--- config.mk ---
export PLATFORM = sky130hd
export DESIGN_NAME = counter_arbiter
export DESIGN_NICKNAME = d
export VERILOG_FILES = /design/src/rtl/counter_arb_pkg.sv /design/src/rtl/counter_arbiter_rr_arbiter.sv /design/src/rtl/counter_arbiter.sv
export SDC_FILE = /design/constraint.sdc
export NUM_CORES = 1
export LEC_CHECK = 0
export BUFFER_PORTS_ARGS = -buffer_cell sky130_fd_sc_hd__buf_2
export CAP_MARGIN = 20
export CORE_ASPECT_RATIO = 1.4
export CORE_UTILIZATION = 50
export CTS_CLUSTER_SIZE = 12
export DETAILED_ROUTE_END_ITERATION = 16
export PLACE_DENSITY_LB_ADDON = 0.2
export SLEW_MARGIN = 0
export SYNTH_ARGS = -nofsm -noshare
export SYNTH_HDL_FRONTEND = slang
export SYNTH_SLANG_ARGS = --single-unit
--- constraint.sdc ---
create_clock -name clk -period 3.4 [get_ports clk]
set_clock_uncertainty 0.1 [all_clocks]
set_input_delay 1.02 -clock clk [delete_from_list [all_inputs] [get_ports clk]]
set_output_delay 1.02 -clock clk [all_outputs]
set_load 0.005 [all_outputs]
--- src/rtl/counter_arb_pkg.sv ---
// counter_arb_pkg: shared types and helpers for the counter_arbiter slice.
//   state_e : scheduler state (IDLE / RUN / SAT; SAT is only reachable when the
//             design is built with COUNTER_ARB_SAT_EN)
//   resp_t  : ticket response {id, value}, sized for the widest supported
//             configuration (16 requesters, 32-bit counter)
//   id_w()  : width of a requester index for a given requester count
`timescale 1ns/1ps
package counter_arb_pkg;

  localparam logic [1:0] ST_IDLE = 2'd0;
  localparam logic [1:0] ST_RUN  = 2'd1;
  localparam logic [1:0] ST_SAT  = 2'd2;

  typedef enum logic [1:0] {
    IDLE = ST_IDLE,
    RUN  = ST_RUN,
    SAT  = ST_SAT
  } state_e;

  localparam int MAX_ID_W    = 4;
  localparam int MAX_VALUE_W = 32;

  typedef struct packed {
    logic [MAX_ID_W-1:0]    id;
    logic [MAX_VALUE_W-1:0] value;
  } resp_t;

  // A single requester still needs one index bit so ports never collapse to zero width.
  function automatic int id_w(input int n);
    return (n <= 2) ? 1 : $clog2(n);
  endfunction

endpackage

--- src/rtl/counter_arbiter_rr_arbiter.sv ---
// rr_arbiter: purely combinational round-robin picker.
//   req [NUM_REQ-1:0] : request vector
//   ptr [ID_W-1:0]    : highest-priority index (must be < NUM_REQ)
//   gnt [NUM_REQ-1:0] : one-hot grant, all zero when no request is set
//   idx [ID_W-1:0]    : encoded index of the granted requester (0 when none)
// The winner is the first set request at or after ptr, searching upward
// modulo NUM_REQ.
`timescale 1ns/1ps
module rr_arbiter
  import counter_arb_pkg::*;
#(
  parameter  int NUM_REQ = 4,
  localparam int ID_W    = id_w(NUM_REQ)
) (
  input  logic [NUM_REQ-1:0] req,
  input  logic [ID_W-1:0]    ptr,
  output logic [NUM_REQ-1:0] gnt,
  output logic [ID_W-1:0]    idx
);

  logic            found;
  logic [ID_W-1:0] pos;

  always_comb begin
    gnt   = '0;
    idx   = '0;
    found = 1'b0;
    pos   = '0;
    for (int k = 0; k < NUM_REQ; k++) begin
      pos = ID_W'((int'(ptr) + k) % NUM_REQ);
      if (!found && req[pos]) begin
        found    = 1'b1;
        gnt[pos] = 1'b1;
        idx      = pos;
      end
    end
  end

endmodule

--- src/rtl/counter_arbiter.sv ---
// counter_arbiter: shares one WIDTH-bit up-counter between NUM_REQ requesters.
// Each winner receives a ticket equal to the counter value before its increment.
//   clk, reset        : rising-edge clock, asynchronous active-high reset
//   enable            : 0 blocks all grants (counter holds; clear still acts)
//   clear             : synchronous clear, overrides any grant in its cycle
//   req_valid/ready   : per-requester handshake, req_ready one-hot combinational
//   resp_valid/id/value : registered ticket strobe one cycle after the grant
//   count             : current counter register
//   sat               : saturated flag, only with COUNTER_ARB_SAT_EN defined
// Build option COUNTER_ARB_SAT_EN: an overflowing grant is still issued, then
// the counter sticks at all-ones and no further grants occur until clear.
// Without it the counter wraps modulo 2^WIDTH.
`timescale 1ns/1ps
module counter_arbiter
  import counter_arb_pkg::*;
#(
  parameter  int NUM_REQ = 4,
  parameter  int WIDTH   = 4,
  parameter  int STEP    = 1,
  localparam int ID_W    = id_w(NUM_REQ)
) (
  input  logic               clk,
  input  logic               reset,
  input  logic               enable,
  input  logic               clear,
  input  logic [NUM_REQ-1:0] req_valid,
  output logic [NUM_REQ-1:0] req_ready,
  output logic               resp_valid,
  output logic [ID_W-1:0]    resp_id,
  output logic [WIDTH-1:0]   resp_value,
`ifdef COUNTER_ARB_SAT_EN
  output logic               sat,
`endif
  output logic [WIDTH-1:0]   count
);

  localparam logic [WIDTH-1:0] STEP_W  = WIDTH'(STEP);
  localparam logic [ID_W-1:0]  LAST_ID = ID_W'(NUM_REQ - 1);

`ifdef COUNTER_ARB_SAT_EN
  // Carry-out is kept so the caller can detect overflow.
  function automatic logic [WIDTH:0] add_step(input logic [WIDTH-1:0] c);
    return {1'b0, c} + {1'b0, STEP_W};
  endfunction

  function automatic logic [WIDTH-1:0] saturate(input logic [WIDTH:0] sum);
    return sum[WIDTH] ? {WIDTH{1'b1}} : sum[WIDTH-1:0];
  endfunction
`else
  function automatic logic [WIDTH-1:0] add_step(input logic [WIDTH-1:0] c);
    return c + STEP_W;
  endfunction
`endif

  state_e            state;
  state_e            state_nxt;
  logic [WIDTH-1:0]  count_r;
  logic [ID_W-1:0]   rr_ptr;

  logic              active_p0;
  logic [NUM_REQ-1:0] gnt_p0;
  logic [ID_W-1:0]   gnt_idx_p0;
  logic              xfer_p0;
  logic [WIDTH-1:0]  count_nxt_p0;
  logic              ovf_p0;

  logic              resp_vld_p1;
  logic [ID_W-1:0]   resp_id_p1;
  logic [WIDTH-1:0]  resp_value_p1;

  // ---- stage p0: arbitration and next-count computation ----
  rr_arbiter #(.NUM_REQ(NUM_REQ)) u_rr (
    .req (req_valid),
    .ptr (rr_ptr),
    .gnt (gnt_p0),
    .idx (gnt_idx_p0)
  );

  // IDLE with enable already high behaves as RUN this cycle, so the first
  // grant does not wait for the state register to catch up.
  assign active_p0 = !reset && enable && !clear && (state != SAT);
  assign req_ready = active_p0 ? gnt_p0 : '0;
  assign xfer_p0   = |(req_valid & req_ready);

`ifdef COUNTER_ARB_SAT_EN
  logic [WIDTH:0] sum_p0;
  assign sum_p0       = add_step(count_r);
  assign ovf_p0       = sum_p0[WIDTH];
  assign count_nxt_p0 = saturate(sum_p0);
`else
  assign ovf_p0       = 1'b0;
  assign count_nxt_p0 = add_step(count_r);
`endif

  always_comb begin
    state_nxt = state;
    case (state)
      IDLE, RUN: begin
        state_nxt = enable ? RUN : IDLE;
        if (xfer_p0 && ovf_p0) state_nxt = SAT;
      end
      SAT: begin
        if (clear) state_nxt = enable ? RUN : IDLE;
      end
      default: state_nxt = IDLE;
    endcase
  end

  always_ff @(posedge clk or posedge reset) begin
    if (reset) begin
      state         <= IDLE;
      count_r       <= '0;
      rr_ptr        <= '0;
      resp_vld_p1   <= 1'b0;
      resp_id_p1    <= '0;
      resp_value_p1 <= '0;
    end else begin
      state       <= state_nxt;
      resp_vld_p1 <= xfer_p0;
      if (xfer_p0) begin
        resp_id_p1    <= gnt_idx_p0;
        resp_value_p1 <= count_r;
        rr_ptr        <= (gnt_idx_p0 == LAST_ID) ? '0 : gnt_idx_p0 + 1'b1;
      end
      if (clear) begin
        count_r <= '0;
      end else if (xfer_p0) begin
        count_r <= count_nxt_p0;
      end
    end
  end

  // ---- stage p1: registered response ----
  assign resp_valid = resp_vld_p1;
  assign resp_id    = resp_id_p1;
  assign resp_value = resp_value_p1;
  assign count      = count_r;
`ifdef COUNTER_ARB_SAT_EN
  assign sat        = (state == SAT);
`endif

endmodule

==> impl_results.md <==
* Reg2Reg Setup Slack at between 0.2 and 0.25 ns
* Yosys Warn Count at 0
* Grt met3 use at ~1.5%
* Fin. Hold Viols at 0
* Global route hottest layer: met2
* Hold Startpoint: resp_id[1]
* Post-synth cell types at 41
* FF-to-FF path depth at 12
* Via count at around 1,200
* Power per cell area at approximately 730 nW/µm²
* Met2 Use GR at 41.8%
* Fin crit share at 101%
* Slew Viols, Final at 0
* Clk sinks at 13
* CP Launch Point: req_valid[3]
* Setup WS post-layout at -0.0307 ns
* Max stage delay on crit path at between 0.5 and 0.6 ns
* Peak supply drop at roughly 0.4 mV
* Number of cells on the critical path at 7
* Total CTS buffers at 3
* Crit-path max FO at 8
* Via-per-instance ratio at approximately 6
* Setup TNS at -0.0508 ns
* CTS clk-pin slew, worst paths at ~0.070 ns
* Final wirelength at around 3 mm
* Layout cell share with drive strength beyond 1 at between 30% and 40%
* Slowest-stage cell, CP: mux4_2
* RSZ-0062 raised after global routing: yes
* Initial antenna violation count at 0
* GPL Wtd Cong at between 0.9 and 1
* Chip height at just over 60 µm
* Core area at 2360 µm²
* CP Capture Point: req_ready[3]
* CTS H-tree lvls at 1
* Share of the yosys chip area belonging to registers at 26.1%
* Clock Latency Late Sink at 0.28 ns
* # rows at 21
* Mean post-synth cell area at a little under 9 µm²
* WL per Instance at roughly 15 µm
* Met1 usage at roughly a quarter
* FFs w/ async S/R, synth at 100%
* Post-DP HPWL at about 2.1 mm
* Hold Buf Count CTS at 0
* Leak pwr at between 0.7 and 0.8 nW
* Finished Layout Cells at around 210
* Critical path class: in2out
* Final-report setup violation count at 2
* Tot Pwr at 0.00118 W
* First-pass GRT wire length at ~4.7 mm
* Root buffer cell: clkbuf_4
* DRC at 3
* Status: finished, violations left
* Placed cells at 193
* Final instance area at about 1600 µm²
* Largest net degree at the start of global routing at 27
* Final-stage net count at a little under 200
* Reg-to-Reg End: resp_value[1]
* Drt first pass iters at 10
* Post-synth top flop: dfrtp_1
* Max_slew headroom at 68.1%
* Startpoint class of the critical path: input port
* Syn Nets at approximately 160
* Max cap viols at 0
* Least-Margin Pin Slew at between 0.4 and 0.5 ns
* Die area at between 2000 and 3000 µm²
* Critical path arrival at roughly 2.3 ns
* Number of synthesized flops with an enable pin at 0
* IO Pins at 23
* Max Fclk at 291 MHz
* Synth Instances at about 140
* Period minus WS final at approximately 3.4 ns
* Total track usage at between 20% and 30%
* Bufs and invs on worst path at 2
* Area after DPL at around 1400 µm²
* CTS tree: yes
* DR iter-0 viols at 33
* Max clock buf depth at 2
* Setup slack at placement at -0.0620 ns
* Worst EP required at 2.28 ns
* Worst path cell trace: buf_8 > mux4_2 > nand4bb_1 > o211ai_1 > a21oi_1 > nor2_1 > buf_2
* Critical path capture point type: output port
* ANT cells at 0
* Number of global-route vias before repair at 1,068
* Top delay family on crit path: multiplexers
* Failing checks: DRC, setup timing
* Worst Hold Class: reg2reg
* #FFs+latches synth at 13
* Antenna-violating nets left at 0
* Overflow after GRT at 0
* Initial Util at 52.7%
* Cell Area, Synth at around 1200 µm²
* Die Wd at between 40 and 50 µm
* Area Overhead vs Synth at 30.5%
* Port-buffer cells at 22
==> metal layers <==
layer	vias to the layer above	part of all wire [%]
met2	38	53
met3	7	3.3
met1	562	41
met4	0	2.1
met5	-	0
li1	597	-
==> Yosys cell counts, drive strengths merged (5+ instances only) <==
cell type,n,share of area [%]
nor2,8,2.4
buf,7,3.4
dfrtp,13,26
ha,8,8.0
nand2,21,6.3
o21ai,9,3.6
nand2b,7,3.5
inv,7,2.5
a21oi,10,4.0
mux2,6,6.9
mux2i,5,4.0
o22ai,7,3.5
==> through the flow <==
stage | hold slack [ns] | utilization (%)
floorplan | 0.373 | -
CTS | 0.406 | 65.9
detailed placement | 0.390 | 60.8
finish | 0.402 | 68.8
global route | 0.419 | 68.8
global placement | 0.359 | 60.8
==> final cells by class <==
class / count / area, µm²
Multi-Input combinational cell: 115 / 901
Clock buffer: 4 / 26.3
Fill cell: 191 / 738
Tap cell: 23 / 28.8
Timing Repair Buffer: 43 / 313
Inverter: 7 / 31.3
Sequential cell: 13 / 327
==> cells in the final DEF (no fill, tap or decap), types with 3 or more instances in the layout <==
cell type	count
nand2_1	21
buf_4	20
buf_2	18
dfrtp_1	12
a21oi_1	10
nor2_1	8
nand2b_1	7
o22ai_1	7
o21ai_0	7
ha_1	7
inv_1	5
mux2_4	5
mux2i_1	3
nor3_1	3
clkbuf_4	3
==> cells by family (layout without fill, tap and decap cells) <==
logic type / Yosys count / in the layout / share of synthesized area, %
adders and majority gates: 8 / 8 / 8.03
AOI/OAI and AO/OA: 41 / 41 / 21.5
buffers and inverters: 15 / 54 / 6.22
and+or+nand+nor: 50 / 50 / 20.1
muxes: 14 / 14 / 16.7
xor gates and xnor gates: 2 / 2 / 1.41
DFF: 13 / 13 / 26.1
==> sequential cells by signal, indices dropped and copies added (netlist names), named ones only <==
name / cells
resp_valid: 1
count: 4
rr_ptr: 1
resp_value: 4
resp_id: 2
==> worst min path at each step <==
| stage | end | slack (ns) | cells past startpoint |
|---|---|---|---|
| floorplan | resp_id[1] | 0.37 | 2 |
| global placement | resp_id[1] | 0.36 | 2 |
| detailed placement | resp_id[1] | 0.39 | 2 |
| CTS | resp_id[1] | 0.41 | 2 |
| global route | resp_id[1] | 0.42 | 2 |
| finish | resp_id[1] | 0.40 | 2 |
==> repair_timing <==
action	4_1_cts	5_1_grt
setup buffers	5	4
setup endpoints to repair	4	11
pin swaps	4	5
gates resized for setup	15	11
==> worst min-delay path, cell delays in order, from the launching register on <==
cell     delay (ns)
dfrtp_1        0.36
nand2_1        0.05
o21ai_0        0.06
==> power by group <==
part	internal [W]	switching, W	leakage (nW)	total [W]
Sequential	0.000186	0.0000190	0.173	0.000205
Clock	0.0000456	0.0000505	0.0150	0.0000960
Combinational	0.000431	0.000451	0.580	0.000882
Power figures use the tool's default switching activity.
